**src/rtl/y86_pkg.sv**
```systemverilog
// Shared Y86-64 encodings used by the pipeline stages: instruction codes,
// register IDs and status codes.
package y86_pkg;

  localparam logic [3:0] IHALT   = 4'h0;
  localparam logic [3:0] INOP    = 4'h1;
  localparam logic [3:0] IRRMOVQ = 4'h2;
  localparam logic [3:0] IIRMOVQ = 4'h3;
  localparam logic [3:0] IRMMOVQ = 4'h4;
  localparam logic [3:0] IMRMOVQ = 4'h5;
  localparam logic [3:0] IOPQ    = 4'h6;
  localparam logic [3:0] IJXX    = 4'h7;
  localparam logic [3:0] ICALL   = 4'h8;
  localparam logic [3:0] IRET    = 4'h9;
  localparam logic [3:0] IPUSHQ  = 4'hA;
  localparam logic [3:0] IPOPQ   = 4'hB;

  localparam logic [3:0] RSP   = 4'h4;
  localparam logic [3:0] RNONE = 4'hF;

  localparam logic [2:0] SAOK = 3'd1;
  localparam logic [2:0] SHLT = 3'd2;
  localparam logic [2:0] SADR = 3'd3;
  localparam logic [2:0] SINS = 3'd4;

  // RNONE on either side means "no register", so it can never forward.
  function automatic logic id_match(input logic [3:0] src, input logic [3:0] dst);
    return (src != RNONE) && (src == dst);
  endfunction

endpackage

```
**src/rtl/decode_stage_regfile.sv**
```systemverilog
// Y86-64 register file: two combinational read ports, two clocked write
// ports (port M has priority on a shared destination), asynchronous clear.
module regfile
  import y86_pkg::*;
#(
  parameter int WIDTH = 64,
  parameter int NREG  = 15
) (
  input  logic             clk,
  input  logic             rst,
  input  logic [3:0]       src_a,
  input  logic [3:0]       src_b,
  output logic [WIDTH-1:0] val_a,
  output logic [WIDTH-1:0] val_b,
  input  logic [3:0]       dst_e,
  input  logic [WIDTH-1:0] val_e,
  input  logic [3:0]       dst_m,
  input  logic [WIDTH-1:0] val_m
);

  logic [WIDTH-1:0] regs_q [NREG];
  logic [WIDTH-1:0] regs_d [NREG];

  always_comb begin
    // NOTE: start from the held value so every path assigns regs_d; no latch.
    regs_d = regs_q;
    if (dst_e != RNONE) regs_d[dst_e] = val_e;
    // Applied after port E so popq %rsp leaves the popped value in %rsp.
    if (dst_m != RNONE) regs_d[dst_m] = val_m;
  end

  always_ff @(posedge clk or posedge rst) begin
    if (rst) begin
      // NOTE: this array is architectural state that must read 0 after reset,
      // so it is cleared here; pure storage RAMs normally are not reset.
      for (int i = 0; i < NREG; i++) regs_q[i] <= '0;
    end else begin
      // NOTE: non-blocking so every flop samples pre-edge values.
      regs_q <= regs_d;
    end
  end

  assign val_a = (src_a == RNONE) ? '0 : regs_q[src_a];
  assign val_b = (src_b == RNONE) ? '0 : regs_q[src_b];

endmodule

```
**src/rtl/decode_stage.sv**
```systemverilog
// Y86-64 decode stage: D pipeline register with stall/bubble, register ID
// decode, register file and the valA/valB forwarding muxes.
module decode_stage
  import y86_pkg::*;
#(
  parameter int WIDTH = 64,
  parameter int NREG  = 15
) (
  input  logic             clk,
  input  logic             rst,
  input  logic             D_stall,
  input  logic             D_bubble,
  input  logic [2:0]       f_stat,
  input  logic [3:0]       f_icode,
  input  logic [3:0]       f_ifun,
  input  logic [3:0]       f_rA,
  input  logic [3:0]       f_rB,
  input  logic [WIDTH-1:0] f_valC,
  input  logic [WIDTH-1:0] f_valP,
  input  logic [3:0]       e_dstE,
  input  logic [WIDTH-1:0] e_valE,
  input  logic [3:0]       M_dstE,
  input  logic [WIDTH-1:0] M_valE,
  input  logic [3:0]       M_dstM,
  input  logic [WIDTH-1:0] m_valM,
  input  logic [3:0]       W_dstE,
  input  logic [WIDTH-1:0] W_valE,
  input  logic [3:0]       W_dstM,
  input  logic [WIDTH-1:0] W_valM,
  output logic [2:0]       D_stat,
  output logic [3:0]       D_icode,
  output logic [3:0]       D_ifun,
  output logic [WIDTH-1:0] D_valC,
  output logic [3:0]       d_srcA,
  output logic [3:0]       d_srcB,
  output logic [3:0]       d_dstE,
  output logic [3:0]       d_dstM,
  output logic [WIDTH-1:0] d_valA,
  output logic [WIDTH-1:0] d_valB
);

  typedef struct packed {
    logic [2:0]       stat;
    logic [3:0]       icode;
    logic [3:0]       ifun;
    logic [3:0]       ra;
    logic [3:0]       rb;
    logic [WIDTH-1:0] valc;
    logic [WIDTH-1:0] valp;
  } d_reg_t;

  localparam d_reg_t BUBBLE = '{stat: SAOK, icode: INOP, ifun: 4'h0, ra: RNONE,
                                rb: RNONE, valc: '0, valp: '0};

  d_reg_t d_reg_q, d_reg_d;
  logic [WIDTH-1:0] rf_val_a, rf_val_b;

  // Stall outranks bubble so a both-asserted cycle holds the instruction.
  always_comb begin
    d_reg_d = d_reg_q;
    if (!D_stall) begin
      if (D_bubble) d_reg_d = BUBBLE;
      else          d_reg_d = '{stat: f_stat, icode: f_icode, ifun: f_ifun, ra: f_rA,
                                rb: f_rB, valc: f_valC, valp: f_valP};
    end
  end

  always_ff @(posedge clk or posedge rst) begin
    if (rst) d_reg_q <= BUBBLE;
    else     d_reg_q <= d_reg_d;
  end

  assign D_stat  = d_reg_q.stat;
  assign D_icode = d_reg_q.icode;
  assign D_ifun  = d_reg_q.ifun;
  assign D_valC  = d_reg_q.valc;

  always_comb begin
    d_srcA = RNONE;
    d_srcB = RNONE;
    d_dstE = RNONE;
    d_dstM = RNONE;
    case (d_reg_q.icode)
      IRRMOVQ, IRMMOVQ, IOPQ, IPUSHQ: d_srcA = d_reg_q.ra;
      IRET, IPOPQ:                    d_srcA = RSP;
      default:                        d_srcA = RNONE;
    endcase
    case (d_reg_q.icode)
      IRMMOVQ, IMRMOVQ, IOPQ:     d_srcB = d_reg_q.rb;
      ICALL, IRET, IPUSHQ, IPOPQ: d_srcB = RSP;
      default:                    d_srcB = RNONE;
    endcase
    case (d_reg_q.icode)
      IRRMOVQ, IIRMOVQ, IOPQ:     d_dstE = d_reg_q.rb;
      ICALL, IRET, IPUSHQ, IPOPQ: d_dstE = RSP;
      default:                    d_dstE = RNONE;
    endcase
    case (d_reg_q.icode)
      IMRMOVQ, IPOPQ: d_dstM = d_reg_q.ra;
      default:        d_dstM = RNONE;
    endcase
  end

  regfile #(.WIDTH(WIDTH), .NREG(NREG)) u_regfile (
    .clk   (clk),
    .rst   (rst),
    .src_a (d_srcA),
    .src_b (d_srcB),
    .val_a (rf_val_a),
    .val_b (rf_val_b),
    .dst_e (W_dstE),
    .val_e (W_valE),
    .dst_m (W_dstM),
    .val_m (W_valM)
  );

  // Youngest producer first; jXX and call carry valP down the valA path.
  always_comb begin
    if (d_reg_q.icode == IJXX || d_reg_q.icode == ICALL) d_valA = d_reg_q.valp;
    else if (id_match(d_srcA, e_dstE))                   d_valA = e_valE;
    else if (id_match(d_srcA, M_dstM))                   d_valA = m_valM;
    else if (id_match(d_srcA, M_dstE))                   d_valA = M_valE;
    else if (id_match(d_srcA, W_dstM))                   d_valA = W_valM;
    else if (id_match(d_srcA, W_dstE))                   d_valA = W_valE;
    else                                                 d_valA = rf_val_a;
  end

  always_comb begin
    if      (id_match(d_srcB, e_dstE)) d_valB = e_valE;
    else if (id_match(d_srcB, M_dstM)) d_valB = m_valM;
    else if (id_match(d_srcB, M_dstE)) d_valB = M_valE;
    else if (id_match(d_srcB, W_dstM)) d_valB = W_valM;
    else if (id_match(d_srcB, W_dstE)) d_valB = W_valE;
    else                               d_valB = rf_val_b;
  end

endmodule

```
**config.mk**
```make
export PLATFORM = sky130hd
export DESIGN_NAME = decode_stage
export DESIGN_NICKNAME = d
export VERILOG_FILES = /design/src/rtl/y86_pkg.sv /design/src/rtl/decode_stage_regfile.sv /design/src/rtl/decode_stage.sv
export SDC_FILE = /design/constraint.sdc
export NUM_CORES = 2
export LEC_CHECK = 0
export CAP_MARGIN = 20
export CORE_ASPECT_RATIO = 0.7
export CORE_MARGIN = 1
export CORE_UTILIZATION = 36
export CTS_CLUSTER_DIAMETER = 60
export DETAILED_ROUTE_END_ITERATION = 10
export DONT_BUFFER_PORTS = 1
export GPL_TIMING_DRIVEN = 0
export PLACE_DENSITY = 0.49
export SETUP_SLACK_MARGIN = 0.15
export SLEW_MARGIN = 5
export SYNTH_ARGS = -nofsm -noshare
export SYNTH_HDL_FRONTEND = slang
export SYNTH_HIERARCHICAL = 1
export SYNTH_SLANG_ARGS = --single-unit
export TNS_END_PERCENT = 30
```
**constraint.sdc**
```tcl
create_clock -name clk -period 33.2 [get_ports clk]
set_input_delay 0 -clock clk [delete_from_list [all_inputs] [get_ports clk]]
set_output_delay 0 -clock clk [all_outputs]
set_load 0.01 [all_outputs]
```
== After elaboration in Yosys (flattened, before gate mapping) ==
Index checks and enable logic that the tools add are counted.

* Input bits: 491
* Register bits after elaboration: 1107

* Equality and inequality tests: 26
* Bitwise logic cells: 4
* Magnitude comparators: 6
* Reduce and logical (&&, ||, !) cells: 19
* Multiplexer cells: 32

{| class="wikitable"
|+ Operator list
! operator !! count
|-
| $bwmux 960 || 2
|-
| $mux 960 || 2
|-
| $mux 64 || 19
|-
| $bmux 64 s4 || 2
|-
| $demux 64 s4 || 2
|-
| $mux 147 || 1
|-
| $eq 4x4->1 || 10
|-
| $eq 4x4->1 const B || 6
|-
| $pmux 4 s2 || 3
|-
| $ge 5x5->1 const B || 4
|-
| $not 4->5 || 4
|-
| $eq 4x3->1 const B || 4
|-
| $ne 4x4->1 const B || 4
|-
| $logic_and 1x1->1 || 12
|-
| $lt 5x1->1 const B || 2
|-
| $eq 4x2->1 const B || 2
|-
| $reduce_or 4->1 || 2
|-
| $reduce_or 3->1 || 2
|-
| $mux 4 || 1
|-
| $reduce_or 2->1 || 2
|-
| $logic_or 1x1->1 || 1
|}

== Depth between registers and ports, before layout ==
* Depth in word-level cells: 14
* Mapped depth: 17

== By module ==
Netlist, hierarchy kept.

{| class="wikitable"
|+ Modules (own cells, without submodules)
! module !! seq. area each (um^2) !! area an instance (um^2) !! instances !! cells each
|-
| regfile || 24023.0 || 61336.3 || 1 || 6120
|-
| decode_stage || 3691.0 || 13595.5 || 1 || 1495
|}

== Least setup slack after synthesis ==
OpenSTA, ideal clock, no wires.

* Kind: reg2out
* Start: reg d_reg_q, in the netlist D_icode[0]
* End: out d_valA[12]
* Path slack: 29.938 ns
* Buffers on the path: 4
* Stages on the path, launching flop included: 14
* Data arrival time: 3.262 ns
* Cell sequence: dfstp_2 > buf_6 > and3b_1 > buf_2 > nor3_4 > buf_4 > buf_4 > mux4_2 > nor2b_1 > a211oi_1 > a2111oi_0 > a21boi_1 > o311a_1 > o221a_1

* Longest elaborated chain between the ends: 14
* Elaborated cells on any way between the ends: 35
* Classes of those cells: eq/ne: 15; mux: 11; bitwise: 1; reduce/logical: 8

{| class="wikitable"
|+ RTL lines
! item !! line !! text
|-
| from (decl) || decode_stage.sv:55 || <nowiki>d_reg_t d_reg_q, d_reg_d;</nowiki>
|-
| from (signal assigned) || decode_stage.sv:70 || <nowiki>else d_reg_q <= d_reg_d;</nowiki>
|-
| $eq 4x4->1 (tied with other cells) || decode_stage.sv:83 || <nowiki>case (d_reg_q.icode)</nowiki>
|-
| $reduce_or 4->1 / $reduce_or 2->1 (equally long branches) || decode_stage.sv:83 ||
|-
| $pmux 4 s2 (*) || decode_stage.sv:83 ||
|-
| via d_srcA[1] || decode_stage.sv:34 || <nowiki>output logic [3:0] d_srcA,</nowiki>
|-
| $not 4->5 (not written as such) || decode_stage_regfile.sv:43 || <nowiki>assign val_a = (src_a == RNONE) ? '0 : regs_q[src_a];</nowiki>
|-
| $bmux 64 s4 || decode_stage_regfile.sv:43 ||
|-
| $mux 64 (not written as such) (2 in series) || decode_stage_regfile.sv:43 ||
|-
| $mux 64 (*) || decode_stage_regfile.sv:43 ||
|-
| via rf_val_a[12] || decode_stage.sv:56 || <nowiki>logic [WIDTH-1:0] rf_val_a, rf_val_b;</nowiki>
|-
| $mux 64 (*) || decode_stage.sv:124 || <nowiki>else if (id_match(d_srcA, W_dstE)) d_valA = W_valE;</nowiki>
|-
| $mux 64 (*) || decode_stage.sv:123 || <nowiki>else if (id_match(d_srcA, W_dstM)) d_valA = W_valM;</nowiki>
|-
| $mux 64 (*) || decode_stage.sv:122 || <nowiki>else if (id_match(d_srcA, M_dstE)) d_valA = M_valE;</nowiki>
|-
| $mux 64 (*) || decode_stage.sv:121 || <nowiki>else if (id_match(d_srcA, M_dstM)) d_valA = m_valM;</nowiki>
|-
| $mux 64 (*) || decode_stage.sv:120 || <nowiki>else if (id_match(d_srcA, e_dstE)) d_valA = e_valE;</nowiki>
|-
| $mux 64 (*) || decode_stage.sv:119 || <nowiki>if (d_reg_q.icode == IJXX || d_reg_q.icode == ICALL) d_valA = d_reg_q.valp;</nowiki>
|-
| to (decl) || decode_stage.sv:38 || <nowiki>output logic [WIDTH-1:0] d_valA,</nowiki>
|}

The timed path passes the listed nets; every way through them passes the cells marked *. The select of a mux whose other input is x is not followed.

== Final worst setup path ==
* Start: reg d_reg_q, in the netlist D_icode[1]
* End: out d_valA[46]

Same word-level chain as after synthesis.

==> results.yml <==
status:
  outcome: "finished, final reports clean"
yosys:
  synthesis.area_sq_um: 74900
  yosysUniqueCellTypes: 79
  ys_seq_elements: 1107
  synth-main-ff-cell: "dfrtp_1"
  synth_top_cell_area_share: 0.366
  synthArstFlopShare: 1.00
  synth_cells: 7615
  synthTopCellsByArea: "dfrtp_1, mux2i_1, mux4_2"
  seq_area_frac_synth: 0.370
  synth-edff-count: 0
  yosys.cell_count.top_type: "mux2i_1"
  ys_warn_count: 6
  synth_nets: 8106
  synth_largest_area_cell: "dfrtp_1"
  synth_common_cells: "mux2i_1, dfrtp_1, nand2_1"
  syn-mean-instance-area_sq_um: 9.84
floorplan:
  initial_core_util: 0.364
  die_h_um: 384
  core_sq_um: 206000
  row_count: 139
  ios: 710
  die_area_sq_um: 210000
  die_w_um: 547
layout:
  fin_util: 0.439
  regArea_sq_um: 27700
  final_cell_area_sq_um: 90400
  drive_gt1_frac: 0.142
  multi_input_area_sq_um: 42100
  layout-area-overhead-vs-synth_pct: 20.6
  n_fill_cell: 20000
  final_cells: 11400
  layout.nets: 8871
sta:
  fin_crit_ps: 7480
  slew_viol_final: 0
  worstMarginPinSlew_ps: 1370
  finClkSkew_ps: 0
  rsz0062_at_grt: "no"
  setup_viol: 0
  period_share: 0.225
  hold_viol: 0
  fmax_mhz: 134
  slew_headroom: 0.0627
worst_setup_path:
  crit_required_ps: 33200
  worstSetupStartpoint: "D_icode[1]"
  critical_path_class: "reg2out"
  path_max_fanout: 10
  cp.arrival_ps: 7480
  crit_path_max_incr_delay_ps: 1020
  start_kind: "flop"
  r2r-end: "u_regfile/regs_q[704]"
  path_buf_inv: 6
  reg2reg_depth: 4
  crit_family: "buffers and inverters"
  r2r-start: "u_regfile/regs_q[704]"
  slowest_stage: "buf_2"
  crit_chain: "nor2b_1 -> clkbuf_1 -> o21ai_0 -> nand2_1 -> inv_1 -> buf_4 -> buf_2 -> buf_2 -> buf_1 -> nor2_1 -> a211oi_1 -> a2111oi_0 -> a21boi_1 -> o311ai_1 -> a211oi_1"
  r2r_slack_ps: 31310
  crit_path_end_kind: "primary output"
global_routing:
  grt_pass1_wl_mm: 657
  grt_pass1_vias: 70900
  grt_usage: 0.461
  grt_max_degree: 112
  grt_overflow_total: 0
  antenna_found_initial: 133
drt:
  avgViaCountPerCell: 6.81
  vias: 77700
  drtIter0Drc: 14100
  route.detailed.drc: 0
  post_drt_wl_per_cell_um: 43.8
  drt-pass1-iter-count: 9
  drt_wl_total_mm: 500
  ant_nets: 0
clocking:
  clockBufferDepth: 4
  clk_pin_slew_worst_paths_ps: 60
  cts-root-buf: "clkbuf_16"
  cts_buffers: 151
  cts_resized: 0
  cts.sinks: 1107
  cts_tree: "built"
  htreeDepth: 4
  clkLatencyLatePin_ps: 830
  cts_setup_buffers: 0
worst_hold_path:
  hp-start: "W_valM[12]"
  min_path_type: "in2reg"
  whs_endpoint: "u_regfile/regs_q[204]"
  worstHoldPathCells: 3
power:
  switchingPower_mw: 2.00
  seq_power_share: 0.352
  combPwrFrac: 0.325
  swShare: 0.374
  clkPwrFrac: 0.322
  worst_ir_drop_vdd_mv: 0.0359
  total_leakage_power_nw: 36.8
  power.internal_mw: 3.35
  p_per_area_nw_per_um2: 59.2
placed_design:
  placed_cell_area_sq_um: 79600
  dpl.hpwl_mm: 366
  port_buffers: 0
  place_congestion: 1.06
  dp_cells: 10400
job:
  maxCapViolations: 0
[metrics by stage]
step                power, mW  hold WS, ps  worst slack [ps]  setup TNS, ps
floorplan                2.80          117              6200              0
global placement         3.36          122             -8720       -8171090
detailed placement       3.42        -80.0             27200              0
CTS                      5.23         3.29             26290              0
global route             5.45         62.8             25960              0
finish                   5.35         59.9             25720              0
[tightest hold or removal path, stage by stage]
cell           delay [ps]
dlygate4sd3_1         660
nor2_1                140
a21oi_1                50
[timing repair]
item,4_1_cts,5_1_grt
hold buffers,517,0
hold endpoints to repair,1624,0
endpoints found under the setup margin,0,0
[worst max path at each step]
stage	end	cells after the start	slack [ps]
floorplan	u_regfile/regs_q[0]	1	6200
global placement	u_regfile/regs_q[117]	1	-8720
detailed placement	d_valA[62]	15	27200
CTS	d_valA[62]	15	26290
global route	d_valA[46]	15	25960
finish	d_valA[46]	15	25720
[placed cells by master, fill, tap and decap left out, drive strengths merged, types with 24 or more instances in the layout]
cell type       n
and2           44
dlygate4sd3   516
diode         177
a211oi        397
mux2i        1191
a21boi         66
mux2           65
o22ai         118
nor2          428
clkinv         24
a22o          136
and3           66
a31oi          28
nor2b         293
nand2         794
dfrtp        1097
nand3b         67
buf           557
mux4          256
o311ai         63
a2111oi       128
a21oi         379
clkbuf        679
nand2b         72
o21ai         727
a221oi        127
[cells by family after synthesis]
kind of cell / Yosys count / share of synthesized area
AO/OA/AOI/OAI: 2190 / 0.193
XOR/XNOR: 23 / 0.00289
AND/OR/NAND/NOR: 1830 / 0.116
flip-flops: 1107 / 0.370
buffers and inverters: 953 / 0.0694
multiplexers: 1512 / 0.249
[metal layers]
metal	global-route usage	share of wire
met5	0.0157	0.0017
met2	0.571	0.37
met4	0.282	0.069
met1	0.612	0.40
met3	0.249	0.16
[final cells by class]
class / count / share of cell area
Timing Repair Buffer: 612 / 0.0716
Tap cell: 2749 / 0.0380
Clock inverter: 51 / 0.00660
Inverter: 7 / 0.000457
Clock buffer: 208 / 0.0483
Antenna cell: 177 / 0.00490
Buffer: 946 / 0.0574
Multi-Input combinational cell: 5555 / 0.466
Sequential cell: 1107 / 0.307
[power groups by stage]
stage,Combinational [mW],Sequential (mW),Clock (mW)
after floorplan,1.01,1.79,0
after global placement,1.49,1.87,0
after detailed placement,1.54,1.88,0
after CTS,1.65,1.86,1.72
after global routing,1.78,1.91,1.77
final,1.74,1.89,1.73
[flip-flops by register name, summed over array words and instances (netlist names)]
register	flops
u_regfile/regs_q	960
d_reg_q	72
D_valC	64
D_icode	4
D_ifun	4
D_stat	3
No activity file was read; power rests on OpenSTA's default activity.
